==> src/rtl/conv_pkg.sv <==
// Shared types and constants for the streaming convolution datapath:
// sequencer FSM encoding, register-file offsets and global size limits.
package conv_pkg;

    typedef enum logic [1:0] {
        ST_IDLE  = 2'd0,
        ST_RUN   = 2'd1,
        ST_FLUSH = 2'd2
    } seq_state_e;

    localparam int unsigned REG_CTRL      = 0;
    localparam int unsigned REG_RESET     = 4;
    localparam int unsigned REG_WIDTH     = 16;
    localparam int unsigned REG_HEIGHT    = 20;
    localparam int unsigned REG_COEF_BASE = 24;

    localparam int unsigned MAX_KERNEL   = 7;
    localparam int unsigned MAX_CHANNELS = 16;

endpackage

==> src/rtl/conv_window_sequencer_if.sv <==
// Pixel stream bundle around the window sequencer: the AXI4-Stream input,
// the tagged AXI4-Stream output and the per-beat position/window tags.
interface conv_window_sequencer_if #(
    parameter int DATA_WIDTH = 16,
    parameter int DIM_WIDTH  = 11,
    parameter int CHAN_WIDTH = 1
);
    logic                  s_axis_valid;
    logic                  s_axis_ready;
    logic [DATA_WIDTH-1:0] s_axis_data;
    logic                  s_axis_last;

    logic                  m_axis_valid;
    logic                  m_axis_ready;
    logic [DATA_WIDTH-1:0] m_axis_data;
    logic                  m_axis_last;
    logic [DIM_WIDTH-1:0]  m_row;
    logic [DIM_WIDTH-1:0]  m_col;
    logic [CHAN_WIDTH-1:0] m_chan;
    logic                  m_win_valid;

    // Environment side: pixel source upstream, line buffer / MAC array downstream.
    modport master (
        output s_axis_valid, s_axis_data, s_axis_last, m_axis_ready,
        input  s_axis_ready, m_axis_valid, m_axis_data, m_axis_last,
               m_row, m_col, m_chan, m_win_valid
    );

    // Sequencer side.
    modport slave (
        input  s_axis_valid, s_axis_data, s_axis_last, m_axis_ready,
        output s_axis_ready, m_axis_valid, m_axis_data, m_axis_last,
               m_row, m_col, m_chan, m_win_valid
    );

endinterface

==> src/rtl/conv_pos_counter.sv <==
// Channel/column/row position counters with stride phase tracking and the
// window-valid decode for the pixel currently presented at the input.
module conv_pos_counter #(
    parameter int CHANNELS    = 1,
    parameter int KERNEL_SIZE = 3,
    parameter int DIM_WIDTH   = 11,
    parameter int STRIDE_W    = 3,
    parameter int CHAN_W      = 1
) (
    input  logic                 clk,
    input  logic                 rst_n,
    input  logic                 clr,
    input  logic                 adv,
    input  logic [DIM_WIDTH-1:0] width,
    input  logic [DIM_WIDTH-1:0] height,
    input  logic [STRIDE_W-1:0]  stride,
    output logic [CHAN_W-1:0]    chan,
    output logic [DIM_WIDTH-1:0] row,
    output logic [DIM_WIDTH-1:0] col,
    output logic                 win_valid,
    output logic                 pix_last,
    output logic                 frame_end
);

    localparam logic [DIM_WIDTH-1:0] K_M1     = DIM_WIDTH'(KERNEL_SIZE - 1);
    localparam logic [CHAN_W-1:0]    CHAN_MAX = CHAN_W'(CHANNELS - 1);

    logic [STRIDE_W-1:0]  col_ph, row_ph;
    logic [STRIDE_W-1:0]  col_ph_nxt, row_ph_nxt;
    logic [STRIDE_W-1:0]  ph_max;
    logic [DIM_WIDTH-1:0] col_nxt, row_nxt;
    logic                 col_last, row_last;

    assign ph_max    = stride - STRIDE_W'(1);
    assign col_nxt   = col + DIM_WIDTH'(1);
    assign row_nxt   = row + DIM_WIDTH'(1);
    assign pix_last  = (chan == CHAN_MAX);
    assign col_last  = (col == width - DIM_WIDTH'(1));
    assign row_last  = (row == height - DIM_WIDTH'(1));
    assign frame_end = pix_last && col_last && row_last;

    assign win_valid = (row >= K_M1) && (col >= K_M1) &&
                       (col_ph == '0) && (row_ph == '0);

    // Phase restarts where the first full window fits, then counts modulo stride
    // by wrapping at stride-1; its value before that point is never consulted.
    always_comb begin
        col_ph_nxt = col_ph + STRIDE_W'(1);
        row_ph_nxt = row_ph + STRIDE_W'(1);
        if (col_nxt == K_M1 || col_ph == ph_max) col_ph_nxt = '0;
        if (row_nxt == K_M1 || row_ph == ph_max) row_ph_nxt = '0;
    end

    // NOTE: state registers use non-blocking assignments so every counter
    // samples the pre-edge values of its neighbours.
    always_ff @(posedge clk or negedge rst_n) begin
        if (!rst_n) begin
            chan   <= '0;
            col    <= '0;
            row    <= '0;
            col_ph <= '0;
            row_ph <= '0;
        end else if (clr) begin
            chan   <= '0;
            col    <= '0;
            row    <= '0;
            col_ph <= '0;
            row_ph <= '0;
        end else if (adv) begin
            if (!pix_last) begin
                chan <= chan + CHAN_W'(1);
            end else begin
                chan <= '0;
                if (!col_last) begin
                    col    <= col_nxt;
                    col_ph <= col_ph_nxt;
                end else begin
                    col    <= '0;
                    col_ph <= '0;
                    row    <= row_nxt;
                    row_ph <= row_ph_nxt;
                end
            end
        end
    end

endmodule

==> src/rtl/conv_window_sequencer.sv <==
// Frame/window sequencer: one register stage that tags each pixel beat with its
// position and window validity. Optional CONV_SEQ_FRAME_CHECK_EN adds frame-length checking.
module conv_window_sequencer
    import conv_pkg::*;
#(
    parameter int DATA_WIDTH  = 16,
    parameter int CHANNELS    = 1,
    parameter int KERNEL_SIZE = 3,
    parameter int DIM_WIDTH   = 11,
    parameter int STRIDE_MAX  = 4,
    localparam int STRIDE_W   = $clog2(STRIDE_MAX + 1),
    localparam int CHAN_W     = $clog2(CHANNELS) + 1
) (
    input  logic                     axi_clk,
    input  logic                     axi_reset_n,
    input  logic                     soft_rst,
    input  logic                     cfg_enable,
    input  logic [DIM_WIDTH-1:0]     cfg_width,
    input  logic [DIM_WIDTH-1:0]     cfg_height,
    input  logic [STRIDE_W-1:0]      cfg_stride,
    conv_window_sequencer_if.slave   bus,
    output logic                     frame_done,
    output logic [2*DIM_WIDTH-1:0]   win_count,
`ifdef CONV_SEQ_FRAME_CHECK_EN
    output logic [1:0]               frame_err,
`endif
    output logic                     busy
);

    localparam logic [DIM_WIDTH-1:0] K_DIM = DIM_WIDTH'(KERNEL_SIZE);
    localparam logic [STRIDE_W-1:0]  S_MAX = STRIDE_W'(STRIDE_MAX);

    seq_state_e state_q, state_d;

    logic [DIM_WIDTH-1:0]   lat_width, lat_height;
    logic [STRIDE_W-1:0]    lat_stride;
    logic                   cfg_legal, start, accept, flush_done, frame_end_hit;
    logic                   s_ready;

    logic [CHAN_W-1:0]      pos_chan;
    logic [DIM_WIDTH-1:0]   pos_row, pos_col;
    logic                   pos_win, pos_pix_last, pos_frame_end;

    logic                   out_valid, out_last, out_win;
    logic [DATA_WIDTH-1:0]  out_data;
    logic [DIM_WIDTH-1:0]   out_row, out_col;
    logic [CHAN_W-1:0]      out_chan;
    logic [2*DIM_WIDTH-1:0] win_cnt_q;

    assign cfg_legal  = (cfg_width >= K_DIM) && (cfg_height >= K_DIM) &&
                        (cfg_stride != '0) && (cfg_stride <= S_MAX);
    assign start      = (state_q == ST_IDLE) && cfg_enable && cfg_legal;
    assign accept     = s_ready && bus.s_axis_valid;
    assign flush_done = (state_q == ST_FLUSH) && !out_valid;

`ifdef CONV_SEQ_FRAME_CHECK_EN
    assign frame_end_hit = pos_frame_end || bus.s_axis_last;
`else
    logic unused_s_last;
    assign unused_s_last = bus.s_axis_last;
    assign frame_end_hit = pos_frame_end;
`endif

    // ---------------- FSM: state register ----------------
    always_ff @(posedge axi_clk or negedge axi_reset_n) begin
        if (!axi_reset_n)  state_q <= ST_IDLE;
        else if (soft_rst) state_q <= ST_IDLE;
        else               state_q <= state_d;
    end

    // ---------------- FSM: next state ----------------
    // NOTE: combinational blocks assign every output a default first, so no path
    // through the case statement can infer a latch.
    always_comb begin
        state_d = state_q;
        case (state_q)
            ST_IDLE:  if (start) state_d = ST_RUN;
            ST_RUN:   if (accept && frame_end_hit) state_d = ST_FLUSH;
            ST_FLUSH: if (!out_valid) state_d = ST_IDLE;
            default:  state_d = ST_IDLE;
        endcase
    end

    // ---------------- FSM: outputs ----------------
    always_comb begin
        s_ready    = 1'b0;
        frame_done = 1'b0;
        busy       = 1'b0;
        case (state_q)
            ST_RUN: begin
                s_ready = !out_valid || bus.m_axis_ready;
                busy    = 1'b1;
            end
            ST_FLUSH: begin
                busy       = 1'b1;
                frame_done = !out_valid && !soft_rst;
            end
            default: ;
        endcase
    end

    assign bus.s_axis_ready = s_ready;

    // Configuration is captured only on IDLE->RUN; soft_rst leaves it intact.
    always_ff @(posedge axi_clk or negedge axi_reset_n) begin
        if (!axi_reset_n) begin
            lat_width  <= '0;
            lat_height <= '0;
            lat_stride <= '0;
        end else if (start && !soft_rst) begin
            lat_width  <= cfg_width;
            lat_height <= cfg_height;
            lat_stride <= cfg_stride;
        end
    end

    conv_pos_counter #(
        .CHANNELS    (CHANNELS),
        .KERNEL_SIZE (KERNEL_SIZE),
        .DIM_WIDTH   (DIM_WIDTH),
        .STRIDE_W    (STRIDE_W),
        .CHAN_W      (CHAN_W)
    ) u_pos (
        .clk       (axi_clk),
        .rst_n     (axi_reset_n),
        .clr       (soft_rst || flush_done),
        .adv       (accept),
        .width     (lat_width),
        .height    (lat_height),
        .stride    (lat_stride),
        .chan      (pos_chan),
        .row       (pos_row),
        .col       (pos_col),
        .win_valid (pos_win),
        .pix_last  (pos_pix_last),
        .frame_end (pos_frame_end)
    );

    // NOTE: the payload registers are reset too, because every output must read
    // zero after reset or soft_rst, not only the valid flag.
    always_ff @(posedge axi_clk or negedge axi_reset_n) begin
        if (!axi_reset_n) begin
            out_valid <= 1'b0;
            out_last  <= 1'b0;
            out_win   <= 1'b0;
            out_data  <= '0;
            out_row   <= '0;
            out_col   <= '0;
            out_chan  <= '0;
        end else if (soft_rst) begin
            out_valid <= 1'b0;
            out_last  <= 1'b0;
            out_win   <= 1'b0;
            out_data  <= '0;
            out_row   <= '0;
            out_col   <= '0;
            out_chan  <= '0;
        end else if (accept) begin
            out_valid <= 1'b1;
            out_last  <= frame_end_hit;
            out_win   <= pos_win;
            out_data  <= bus.s_axis_data;
            out_row   <= pos_row;
            out_col   <= pos_col;
            out_chan  <= pos_chan;
        end else if (bus.m_axis_ready) begin
            out_valid <= 1'b0;
        end
    end

    assign bus.m_axis_valid = out_valid;
    assign bus.m_axis_last  = out_last;
    assign bus.m_axis_data  = out_data;
    assign bus.m_row        = out_row;
    assign bus.m_col        = out_col;
    assign bus.m_chan       = out_chan;
    assign bus.m_win_valid  = out_win;

    // A window is counted once, on the final channel beat of its pixel.
    always_ff @(posedge axi_clk or negedge axi_reset_n) begin
        if (!axi_reset_n) begin
            win_cnt_q <= '0;
            win_count <= '0;
        end else if (soft_rst) begin
            win_cnt_q <= '0;
            win_count <= '0;
        end else if (flush_done) begin
            win_cnt_q <= '0;
            win_count <= win_cnt_q;
        end else if (accept && pos_win && pos_pix_last) begin
            win_cnt_q <= win_cnt_q + (2*DIM_WIDTH)'(1);
        end
    end

`ifdef CONV_SEQ_FRAME_CHECK_EN
    // Sticky {late, early}: last flag missing on the expected final beat, or early.
    always_ff @(posedge axi_clk or negedge axi_reset_n) begin
        if (!axi_reset_n) begin
            frame_err <= '0;
        end else if (soft_rst) begin
            frame_err <= '0;
        end else if (accept) begin
            if (bus.s_axis_last && !pos_frame_end) frame_err[0] <= 1'b1;
            if (pos_frame_end && !bus.s_axis_last) frame_err[1] <= 1'b1;
        end
    end
`endif

endmodule
==> src/flat_wrapper.sv <==
// flat-port wrapper written by rule: the top's interface ports become plain ports
module conv_window_sequencer_flat import conv_pkg::*;
#(
    parameter int DATA_WIDTH  = 16,
    parameter int CHANNELS    = 1,
    parameter int KERNEL_SIZE = 3,
    parameter int DIM_WIDTH   = 11,
    parameter int STRIDE_MAX  = 4,
    localparam int STRIDE_W   = $clog2(STRIDE_MAX + 1),
    localparam int CHAN_W     = $clog2(CHANNELS) + 1
)
  (axi_clk, axi_reset_n, soft_rst, cfg_enable, cfg_width, cfg_height, cfg_stride, frame_done, win_count, busy, bus_s_axis_valid, bus_s_axis_data, bus_s_axis_last, bus_m_axis_ready, bus_s_axis_ready, bus_m_axis_valid, bus_m_axis_data, bus_m_axis_last, bus_m_row, bus_m_col, bus_m_chan, bus_m_win_valid);
  conv_window_sequencer_if #(.DATA_WIDTH(DATA_WIDTH), .DIM_WIDTH(DIM_WIDTH)) bus_i ();
  input  logic axi_clk;
  input  logic axi_reset_n;
  input  logic soft_rst;
  input  logic cfg_enable;
  input  logic [DIM_WIDTH-1:0] cfg_width;
  input  logic [DIM_WIDTH-1:0] cfg_height;
  input  logic [STRIDE_W-1:0] cfg_stride;
  output logic frame_done;
  output logic [2*DIM_WIDTH-1:0] win_count;
  output logic busy;
  input wire logic [$bits(bus_i.s_axis_valid)-1:0] bus_s_axis_valid;
  input wire logic [$bits(bus_i.s_axis_data)-1:0] bus_s_axis_data;
  input wire logic [$bits(bus_i.s_axis_last)-1:0] bus_s_axis_last;
  input wire logic [$bits(bus_i.m_axis_ready)-1:0] bus_m_axis_ready;
  output wire logic [$bits(bus_i.s_axis_ready)-1:0] bus_s_axis_ready;
  output wire logic [$bits(bus_i.m_axis_valid)-1:0] bus_m_axis_valid;
  output wire logic [$bits(bus_i.m_axis_data)-1:0] bus_m_axis_data;
  output wire logic [$bits(bus_i.m_axis_last)-1:0] bus_m_axis_last;
  output wire logic [$bits(bus_i.m_row)-1:0] bus_m_row;
  output wire logic [$bits(bus_i.m_col)-1:0] bus_m_col;
  output wire logic [$bits(bus_i.m_chan)-1:0] bus_m_chan;
  output wire logic [$bits(bus_i.m_win_valid)-1:0] bus_m_win_valid;
  assign bus_i.s_axis_valid = bus_s_axis_valid;
  assign bus_i.s_axis_data = bus_s_axis_data;
  assign bus_i.s_axis_last = bus_s_axis_last;
  assign bus_i.m_axis_ready = bus_m_axis_ready;
  assign bus_s_axis_ready = bus_i.s_axis_ready;
  assign bus_m_axis_valid = bus_i.m_axis_valid;
  assign bus_m_axis_data = bus_i.m_axis_data;
  assign bus_m_axis_last = bus_i.m_axis_last;
  assign bus_m_row = bus_i.m_row;
  assign bus_m_col = bus_i.m_col;
  assign bus_m_chan = bus_i.m_chan;
  assign bus_m_win_valid = bus_i.m_win_valid;
  conv_window_sequencer #(.DATA_WIDTH(DATA_WIDTH), .CHANNELS(CHANNELS), .KERNEL_SIZE(KERNEL_SIZE), .DIM_WIDTH(DIM_WIDTH), .STRIDE_MAX(STRIDE_MAX)) u_core (.axi_clk(axi_clk), .axi_reset_n(axi_reset_n), .soft_rst(soft_rst), .cfg_enable(cfg_enable), .cfg_width(cfg_width), .cfg_height(cfg_height), .cfg_stride(cfg_stride), .bus(bus_i), .frame_done(frame_done), .win_count(win_count), .busy(busy));
endmodule
==> config.mk <==
export PLATFORM = sky130hd
export DESIGN_NAME = conv_window_sequencer_flat
export DESIGN_NICKNAME = d
export VERILOG_FILES = /design/src/rtl/conv_pkg.sv /design/src/rtl/conv_window_sequencer_if.sv /design/src/rtl/conv_pos_counter.sv /design/src/rtl/conv_window_sequencer.sv /design/src/flat_wrapper.sv
export SDC_FILE = /design/constraint.sdc
export NUM_CORES = 1
export LEC_CHECK = 0
export BUFFER_PORTS_ARGS = -buffer_cell sky130_fd_sc_hd__buf_2
export CAP_MARGIN = 20
export CORE_MARGIN = 2
export CORE_UTILIZATION = 41
export CTS_BUF_LIST = sky130_fd_sc_hd__clkbuf_8
export DETAILED_ROUTE_END_ITERATION = 16
export PLACE_DENSITY = 0.69
export SLEW_MARGIN = 20
export SYNTH_ARGS = -nofsm -noshare
export SYNTH_HDL_FRONTEND = slang
export SYNTH_SLANG_ARGS = --single-unit
==> constraint.sdc <==
create_clock -name axi_clk -period 3.15 [get_ports axi_clk]
set_input_delay 0.315 -clock axi_clk [delete_from_list [all_inputs] [get_ports axi_clk]]
set_output_delay 0.315 -clock axi_clk [all_outputs]
set_load 0.01 [all_outputs]
==> reports/qor.yml, run 1 <==
status:
  status: "completed"
timing:
  hold_slack_ns: 0.08239
  fmax_ghz: 0.3383
  rsz0062_at_grt: "false"
  worstMarginPinSlew_ns: 0.6906
  final.min_clock_period_ns: 2.956
  drv_slew: 0
  finalSetupViolCount: 0
  period_share: 0.9383
  slew_headroom: 0.5396
  skew_ns: 0.01024
  hold_viol_final: 0
synth:
  synth.top_cell.area_share: 0.4755
  syn_nets: 839
  yosys.area_share.simple: 0.1919
  netlist_area_um2: 7367
  synth_ff_type: "dfrtp_1"
  synthAdderAreaFrac: 0.03193
  async_flop_share: 1.000
  synth_seq_cells: 140
  synth_top_family_by_area: "simple AND/OR/NAND/NOR gates"
  synthDistinctLibCells: 61
  synthTopCellsByArea: "dfrtp_1, nand2_1, a21oi_1, mux2_2, xnor2_1"
  synth_compound_area_frac: 0.1442
  ys_seq_area_frac: 0.4755
  muxShareOfSynthArea: 0.04806
  yosys.area.top_type: "dfrtp_1"
  ys_warn_count: 0
  netlist_instances: 773
  synth_most_common_cell: "dfrtp_1"
  syn_avg_cell_area_um2: 9.530
  synth-edff-count: 0
  synth-xor-area-share: 0.06776
  synth_commonest_cells: "dfrtp_1, nand2_1, a21oi_1"
route:
  drt_iter0_drc: 353
  num_vias: 6062
  firstDrtPassIters: 5
  wire_per_inst_um: 15.64
  routed_wl_mm: 17.41
  drc: 0
  drtAntennaViolNets: 0
  vias_per_cell: 5.447
worst_hold_path:
  hold_path_depth: 3
  hp-start: "bus_s_axis_data[4]"
  worstHoldPathType: "input pin to flop"
  holdPathEnd: "u_core.bus.m_axis_data[4]$_DFFE_PN0P_"
placed_design:
  place_hpwl_mm: 11.97
  dp_cells: 1076
  numPortBuffers: 112
  gp_congestion: 0.8461
cts:
  cts_tree: "built"
  cts_buffers: 17
  cts_max_level: 4
  cts_root_buf: "clkbuf_8"
  cts.sinks: 140
  clk_pin_slew_worst_paths_ns: 0.08
  clk_path_buf_depth: 2
  clk_latency_ns: 0.46
global_route:
  grt_pass1_vias: 5862
  grt_pass1_wl_mm: 29.08
  grt_usage: 0.1850
  antenna_found_initial: 0
  grt_overflow: 0
  grt_max_degree: 72
power_and_ir_drop:
  p_switching_mw: 1.731
  powerDensity_nw_per_um2: 580.9
  p_leak_nw: 3.937
  pwr-share-clk: 0.282
  p_sw_frac: 0.3482
  internal_power_mw: 3.241
  power_frac_comb: 0.265
  seqPwrFrac: 0.453
  ir_drop_mv: 0.2756
critical_path:
  end_kind: "flop"
  r2r-start: "u_core.lat_width[0]$_DFFE_PN0P_"
  cp_max_fo: 12
  r2r_setup_slack_ns: 0.19
  r2r-end: "u_core.u_pos.row[8]$_DFFE_PN0P_"
  worstRegToRegCells: 9
  worstPathArrival_ns: 3.33
  cp.required_ns: 3.52
  worst-setup-path-type: "flop to flop"
  start_kind: "flop"
  crit_start: "u_core.lat_width[0]$_DFFE_PN0P_"
floorplanning:
  core_area_um2: 17780
  ios: 115
  dieArea_um2: 19060
  rows: 49
  die_height_um: 138.0
  start_util: 0.4144
  die_x_um: 138.0
layout:
  syn_to_final_growth_pct: 16.19
  fin_nets: 938
  drive_above_1_share: 0.2251
  diodes: 0
  fin_cells: 1113
flow_run:
  drv_cap: 0
routing by layer:
layer | up-vias | track usage | share of wire
li1 | 2926 | - | -
met1 | 2975 | 0.2290 | 0.44
met2 | 136 | 0.3205 | 0.51
met3 | 25 | 0.04087 | 0.036
met4 | 0 | 0.06391 | 0.018
met5 | - | 0 | 0
logic make-up after synthesis:
logic type	after synthesis
muxes	32
xor gates and xnor gates	57
adders and majority gates	19
buffers and inverters	75
DFF	140
AOI/OAI and AO/OA	165
and+or+nand+nor	284
other	1
placed cells by master, fill, tap and decap left out, types with 3 or more instances in the layout:
cell type  count
dfrtp_1      140
buf_2        112
nand2_1      110
a21oi_1       68
nor2_1        43
xnor2_1       30
mux2_2        27
xor2_1        27
o21ai_0       27
inv_1         24
a22o_1        22
nand3_1       20
or3_1         19
ha_1          18
and3_1        17
clkbuf_8      17
nand4_1       15
buf_4         15
nor3_1        12
nand2b_1      11
nor4_1         8
a31oi_1        8
or4_1          7
o31ai_1        6
inv_6          6
mux2i_1        5
and2_1         4
a211oi_1       4
o211ai_1       3
nand3b_1       3
a41o_1         3
and4_1         3
per-stage QoR:
step                power [mW]  utilization  setup TNS [ns]  instance area [um^2]  setup slack, ns
floorplan                3.200            -               0                  7367           0.1972
global placement         3.540       0.4570               0                  8125          0.06622
detailed placement       3.588       0.4570       -0.004682                  8125        -0.004682
CTS                      5.000       0.4788               0                  8513          0.07075
global route             5.273       0.4814               0                  8559          0.01374
finish                   4.972       0.4814               0                  8559           0.1944
how the worst max path moves through the flow:
stage / end / cells after the start
5_1_grt: u_core.u_pos.row[8]$_DFFE_PN0P_ / 10
4_1_cts: u_core.u_pos.row[8]$_DFFE_PN0P_ / 10
3_3_place_gp: u_core.u_pos.col[5]$_DFFE_PN0P_ / 10
3_5_place_dp: u_core.u_pos.col[5]$_DFFE_PN0P_ / 10
2_1_floorplan: u_core.u_pos.row[9]$_DFFE_PN0P_ / 10
6_report: u_core.u_pos.row[8]$_DFFE_PN0P_ / 9
power groups by stage:
stage                     registers, mW  clock network (mW)  logic [mW]
after floorplan                    2.21                   0       0.990
after CTS                          2.26                1.43        1.31
after global routing               2.29                1.51        1.47
after global placement             2.29                   0        1.25
after detailed placement           2.29                   0        1.30
final                              2.25                1.40        1.32
registers in the layout, indices dropped and copies added, names as in the netlist, 11 cells and up:
register / count
u_core.win_count: 22
u_core.lat_height: 11
u_core.bus.m_axis_data: 16
u_core.bus.m_col: 11
u_core.bus.m_row: 11
u_core.lat_width: 11
u_core.u_pos.row: 11
u_core.win_cnt_q: 22
u_core.u_pos.col: 11
final cells by class:
class	count	area, um^2
inverter	24	90.09
sequential	140	3503
fill	1693	9220
multi-input combinational	558	3583
clock buffer	17	234.0
tap	229	286.5
clock inverter	14	136.4
timing repair buffer	131	725.7
worst max-delay path: stages (launching register included):
cell and delay (ns):
dfrtp_1 0.40, buf_4 0.14, or4_1 0.59, or3_1 0.37, a22oi_1 0.18, and4b_4 0.34, nand3_4 0.16, buf_6 0.20
or3_1 0.33, a21oi_1 0.16
repair_timing:
| item | 4_1_cts | 5_1_grt |
|---|---|---|
| hold buffers | 1 | 0 |
| endpoints found under the hold margin | 69 | 0 |
| gates resized for setup | 1 | 2 |
| buffers inserted | 0 | 4 |
| endpoints found under the setup margin | 4 | 6 |
| pin swaps | 0 | 1 |
| gates cloned | 0 | 1 |
Note: power is estimated with default switching activity, not from simulation.
==> inputs of run 2 (changes only) <==
--- a/config.mk
+++ b/config.mk
@@ -15,4 +15,5 @@
 export SLEW_MARGIN = 20
 export SYNTH_ARGS = -nofsm -noshare
 export SYNTH_HDL_FRONTEND = slang
+export SYNTH_HIERARCHICAL = 1
 export SYNTH_SLANG_ARGS = --single-unit
==> constraint.sdc (replaced) <==
create_clock -name axi_clk -period 3.15 [get_ports axi_clk]
set_input_delay 0.315 -clock axi_clk [delete_from_list [all_inputs] [get_ports axi_clk]]
set_output_delay 0.315 -clock axi_clk [all_outputs]
set_load 0.1 [all_outputs]
==> run 2 against run 1 <==
  * Sequential share of layout area decreased by 1.7 points
  * Synthesized cell count increased by 7.0%
  * Combinational power decreased by 22%
  * Critical path type unchanged
  * Clock skew increased by 0.0026 ns
  * Critical endpoint is now u_core/u_pos/col[9]$_DFFE_PN0P_
  * Via count increased by 8.6%
  * Critical path depth decreased by 1
  * Worst hold slack got worse by 0.0017 ns
==> reports/qor.yml, run 2 <==
flow_run:
  drv_cap: 0
critical_path:
  end_kind: "flop"
  cp.required_ns: 3.49
  cp_max_fo: 16
  max_stage_delay_ns: 0.61
  r2r_setup_slack_ns: 0.21
  critPathTopFamily: "simple AND/OR/NAND/NOR gates"
  start_kind: "flop"
  worstPathArrival_ns: 3.28
  critical-path-slowest-cell: "o41ai_2"
  path_buf_inv: 1
  worst-setup-path-type: "flop to flop"
  worstPathCellList: "or4_4, nor3_1, o32ai_1, o41ai_2, nor3_4, buf_4, or3_1, o31ai_1"
synth:
  yosys.area.top_type: "dfrtp_1"
  syn_avg_cell_area_um2: 9.297
  netlist_area_um2: 7689
  synthTopCellsByArea: "dfrtp_1, nand2_1, a21oi_1, mux2_2, a22o_1"
  syn_nets: 893
  synth_ff_type: "dfrtp_1"
  async_flop_share: 1.000
  netlist_instances: 827
  ys_warn_count: 6
  synth.top_cell.area_share: 0.4589
  synth_seq_cells: 141
  synthDistinctLibCells: 67
  synth_commonest_cells: "dfrtp_1, nand2_1, a21oi_1"
  ys_seq_area_frac: 0.4589
  synth-edff-count: 0
  synth_most_common_cell: "dfrtp_1"
cts:
  cts_root_buf: "clkbuf_8"
  clk_pin_slew_worst_paths_ns: 0.09
  cts_max_level: 4
  clk_path_buf_depth: 2
  cts.sinks: 141
  cts_buffers: 17
  clk_latency_ns: 0.45
  cts_tree: "built"
route:
  routed_wl_mm: 18.65
  firstDrtPassIters: 5
  drt_iter0_drc: 609
  drtAntennaViolNets: 0
  vias_per_cell: 5.547
  drc: 0
  num_vias: 6584
  wire_per_inst_um: 15.71
timing:
  hold_viol_final: 0
  skew_ns: 0.01283
  drv_slew: 0
  finalSetupViolCount: 0
  fmax_ghz: 0.3396
  period_share: 0.9347
  worstMarginPinSlew_ns: 0.7074
  tns_ns: 0
  rsz0062_at_grt: "false"
  final.min_clock_period_ns: 2.944
  slew_headroom: 0.5258
worst_hold_path:
  worstHoldPathType: "input pin to flop"
layout:
  layout_common_cells: "dfrtp_1, nand2_1, buf_2"
  diodes: 0
  fin_area_um2: 8999
  fin_cells: 1187
  fill_cells: 1766
  syn_to_final_growth_pct: 17.04
  drive_above_1_share: 0.2455
  regArea_um2: 3531
  layout_commonest_cell: "dfrtp_1"
  multi_input_area_um2: 3841
  fin_nets: 1006
floorplanning:
  dieArea_um2: 19860
  rows: 50
  die_height_um: 140.9
  start_util: 0.4138
  ios: 115
  core_area_um2: 18580
  die_x_um: 140.9
global_route:
  antenna_found_initial: 0
  grt_usage: 0.1927
  grt_pass1_vias: 6252
  grt_max_degree: 77
  grt_overflow: 0
  grt_pass1_wl_mm: 31.04
placed_design:
  numPortBuffers: 113
  dp_cells: 1151
  place_hpwl_mm: 13.01
  gp_congestion: 0.8707
  placed_cell_area_um2: 8569
power_and_ir_drop:
  p_leak_nw: 4.057
  powerDensity_nw_per_um2: 496.3
  ir_drop_mv: 0.4368
  finalPower_mw: 4.466
status:
  status: "completed"
## run 2: worst paths after layout
kind,from,to,cells past startpoint
hold / removal,bus_s_axis_data[7],u_core/bus.m_axis_data[7]$_DFFE_PN0P_,3
max in group asynchronous,axi_reset_n,u_core/lat_width[2]$_DFFE_PN0P_,3
setup / recovery,u_core/lat_width[4]$_DFFE_PN0P_,u_core/u_pos/col[9]$_DFFE_PN0P_,8
hold reg to reg,u_core/win_count[16]$_DFFE_PN0P_,u_core/win_count[16]$_DFFE_PN0P_,1
setup reg to reg,u_core/lat_width[4]$_DFFE_PN0P_,u_core/u_pos/col[9]$_DFFE_PN0P_,8
min in group asynchronous,axi_reset_n,u_core/win_count[6]$_DFFE_PN0P_,2
## run 2: kinds of logic after synthesis
family                   synth area share
AND/OR/NAND/NOR                    0.2101
AO/OA/AOI/OAI                      0.1606
flip-flops                         0.4589
buffers and inverters             0.04670
XOR/XNOR                          0.04898
multiplexers                      0.04312
adder cells (fa/ha/maj)           0.03059
other                           0.0009768
## run 2: what timing repair did
action,CTS,global route
resized for setup,1,9
hold buffers,1,0
setup buffers,0,3
endpoints found under the setup margin,2,2
pin swaps,0,6
hold endpoints to repair,74,0
## run 2: metrics by stage
stage	hold WS, ns	utilization	setup WS (ns)
3_3_place_gp	0.4159	0.4612	0.01501
4_1_cts	0.05877	0.4816	0.05506
6_report	0.08073	0.4843	0.2057
3_5_place_dp	0.4028	0.4612	-0.02046
2_1_floorplan	0.01941	-	0.005887
5_1_grt	0.06787	0.4843	0.02243
## run 2: worst reg2reg max path, delay by kind of cell, from the launching register on
| family | cells | cell delay (ns) |
|---|---|---|
| compound gates | 3 | 1.03 |
| simple gates | 4 | 1.21 |
| buf+inv | 1 | 0.22 |
| flops | 1 | 0.38 |
## run 2: report_power, final
| part | internal, mW | switching, mW |
|---|---|---|
| clock network | 0.610 | 0.743 |
| logic | 0.432 | 0.603 |
| registers | 1.93 | 0.151 |
## run 2: area by class of cell
cell class | count | area share
multi-input combinational | 599 | 0.4269
sequential | 141 | 0.3924
timing repair buffer | 147 | 0.09358
tap | 234 | 0.03254
clock buffer | 20 | 0.03059
inverter | 34 | 0.01418
clock inverter | 12 | 0.009872
## run 2: layer usage
| metal | up-vias | wire [um] | global-route usage |
|---|---|---|---|
| met5 | - | 0 | 0 |
| met4 | 0 | 240 | 0.05474 |
| met3 | 18 | 851 | 0.03702 |
| met2 | 173 | 8877 | 0.3122 |
| met1 | 3229 | 8683 | 0.2652 |
| li1 | 3164 | - | - |
==> inputs of run 3 (changes only) <==
--- a/config.mk
+++ b/config.mk
@@ -8,10 +8,11 @@
 export BUFFER_PORTS_ARGS = -buffer_cell sky130_fd_sc_hd__buf_2
 export CAP_MARGIN = 20
 export CORE_MARGIN = 2
-export CORE_UTILIZATION = 41
+export CORE_UTILIZATION = 54
 export CTS_BUF_LIST = sky130_fd_sc_hd__clkbuf_8
 export DETAILED_ROUTE_END_ITERATION = 16
-export PLACE_DENSITY = 0.69
+export GPL_TIMING_DRIVEN = 0
+export PLACE_DENSITY = 0.85
 export SLEW_MARGIN = 20
 export SYNTH_ARGS = -nofsm -noshare
 export SYNTH_HDL_FRONTEND = slang
==> run 3 against run 2 <==
  * Critical path depth increased by 2
  * Critical path type unchanged
  * Combinational power increased by 8%
  * Sequential share of layout area decreased by 0.46 points
  * Fmax decreased by 5.9%
  * Largest cell class unchanged
  * Clock skew increased by 0.00093 ns
  * Global-route usage increased by 6.0 points
  * Worst setup slack got worse by 0.19 ns
  * Die area decreased by 23%
==> reports/qor.yml, run 3 (same netlist as run 2, synthesis figures left out) <==
worst_hold_path:
  worstHoldPathType: "input pin to flop"
timing:
  period_share: 0.9935
  hold_slack_ns: 0.08354
  finalSetupViolCount: 0
  slew_headroom: 0.5360
  hold_viol_final: 0
  skew_ns: 0.01376
  worstMarginPinSlew_ns: 0.6864
  final.min_clock_period_ns: 3.130
  fmax_ghz: 0.3195
  rsz0062_at_grt: "true"
  drv_slew: 0
placed_design:
  numPortBuffers: 112
  gp_congestion: 0.9374
  place_hpwl_mm: 13.03
  placed_cell_area_um2: 8522
  dp_cells: 1120
route:
  wire_per_inst_um: 16.12
  num_vias: 6878
  firstDrtPassIters: 6
  routed_wl_mm: 18.80
  drtAntennaViolNets: 0
  vias_per_cell: 5.899
  drt_iter0_drc: 608
  drc: 0
layout:
  fin_area_um2: 9109
  fin_nets: 1040
  layout_commonest_cell: "dfrtp_1"
  final_core_util: 0.6562
  syn_to_final_growth_pct: 18.47
  drive_above_1_share: 0.2363
  fill_cells: 1150
  diodes: 0
  layout_common_cells: "dfrtp_1, nand2_1, buf_2"
  fin_cells: 1166
status:
  status: "completed"
critical_path:
  worstPathArrival_ns: 3.52
  cp.required_ns: 3.54
  max_stage_delay_ns: 0.59
  critPathTopFamily: "simple AND/OR/NAND/NOR gates"
  critical-path-slowest-cell: "or4_4"
  path_buf_inv: 3
  end_kind: "flop"
  r2r_setup_slack_ns: 0.02
  worst-setup-path-type: "flop to flop"
  cp_max_fo: 10
  start_kind: "flop"
  worstPathCellList: "buf_6, or4_4, nor3_1, o32ai_2, o41ai_4, nor3_4, buf_4, buf_4, nor3_1, a22o_1"
power_and_ir_drop:
  ir_drop_mv: 0.3631
  powerDensity_nw_per_um2: 497.8
  p_leak_nw: 4.113
  finalPower_mw: 4.535
global_route:
  antenna_found_initial: 0
  grt_usage: 0.2530
  grt_overflow: 0
  grt_max_degree: 72
  grt_pass1_vias: 6400
  grt_pass1_wl_mm: 30.33
floorplanning:
  ios: 115
  die_x_um: 123.3
  die_height_um: 123.3
  start_util: 0.5539
  core_area_um2: 13880
  dieArea_um2: 15210
  rows: 43
cts:
  clk_pin_slew_worst_paths_ns: 0.08
  cts_max_level: 4
  cts_buffers: 17
  clk_latency_ns: 0.46
  clk_path_buf_depth: 2
  cts_tree: "built"
  cts_root_buf: "clkbuf_8"
  cts.sinks: 141
flow_run:
  drv_cap: 0
run 3: changes by cell type in the layout (fill, tap and decap cells not counted), sizes merged:
cell / change
clkinv: -2
bufinv: +1
clkbuf: +38
buf: -6
inv: +3
clkinvlp: -1
run 3: what timing repair did:
action / in CTS / in global routing
pin swaps: 5 / 8
hold endpoints to repair: 70 / 0
hold buffers: 1 / 0
endpoints found under the setup margin: 16 / 19
setup buffers: 6 / 9
resized for setup: 10 / 18
run 3: worst paths after layout:
kind,startpoint,end,depth (start not counted)
max in group asynchronous,axi_reset_n,u_core/lat_width[4]$_DFFE_PN0P_,3
worst min-delay path,bus_s_axis_data[10],u_core/bus.m_axis_data[10]$_DFFE_PN0P_,3
min in group asynchronous,axi_reset_n,u_core/win_cnt_q[0]$_DFFE_PN0P_,2
worst max register to register,u_core/lat_width[3]$_DFFE_PN0P_,u_core/u_pos/col[7]$_DFFE_PN0P_,10
worst min register to register,u_core/win_count[2]$_DFFE_PN0P_,u_core/win_count[2]$_DFFE_PN0P_,1
worst max-delay path,u_core/lat_width[3]$_DFFE_PN0P_,u_core/u_pos/col[7]$_DFFE_PN0P_,10
run 3: tightest hold or removal path, stage by stage:
cell	delay [ns]
buf_2	0.09
nand2_1	0.04
a21oi_1	0.05
run 3: stage by stage:
stage	TNS, ns	setup WS, ns
final	0	0.02037
after global routing	-0.2509	-0.08165
after CTS	0	0.007320
after detailed placement	-6.095	-0.8845
after global placement	-26.87	-0.8708
after floorplan	0	0.005887
run 3: final cells by class:
type | count | area [um^2] | area share
Inverter | 34 | 131.4 | 0.01442
Clock inverter | 13 | 102.6 | 0.01126
Buffer | 52 | 235.2 | 0.02582
Timing Repair Buffer | 129 | 720.7 | 0.07912
Tap cell | 180 | 225.2 | 0.02473
Clock buffer | 18 | 247.7 | 0.02720
Multi-Input combinational cell | 599 | 3914 | 0.4297
Sequential cell | 141 | 3532 | 0.3878
run 3: where the power goes:
group	internal [mW]	total [mW]	switching [mW]
Combinational	0.467	1.11	0.639
Clock	0.630	1.33	0.701
Sequential	1.93	2.10	0.169
Total	3.03	4.53	1.51
run 3: per-layer routing:
| layer | GRT usage | vias to the layer above | routed length, um |
|---|---|---|---|
| met5 | 0 | - | 0 |
| met4 | 0.1044 | 0 | 514 |
| met3 | 0.04520 | 43 | 1126 |
| met2 | 0.4148 | 279 | 9106 |
| met1 | 0.3317 | 3316 | 8053 |
| li1 | - | 3240 | - |
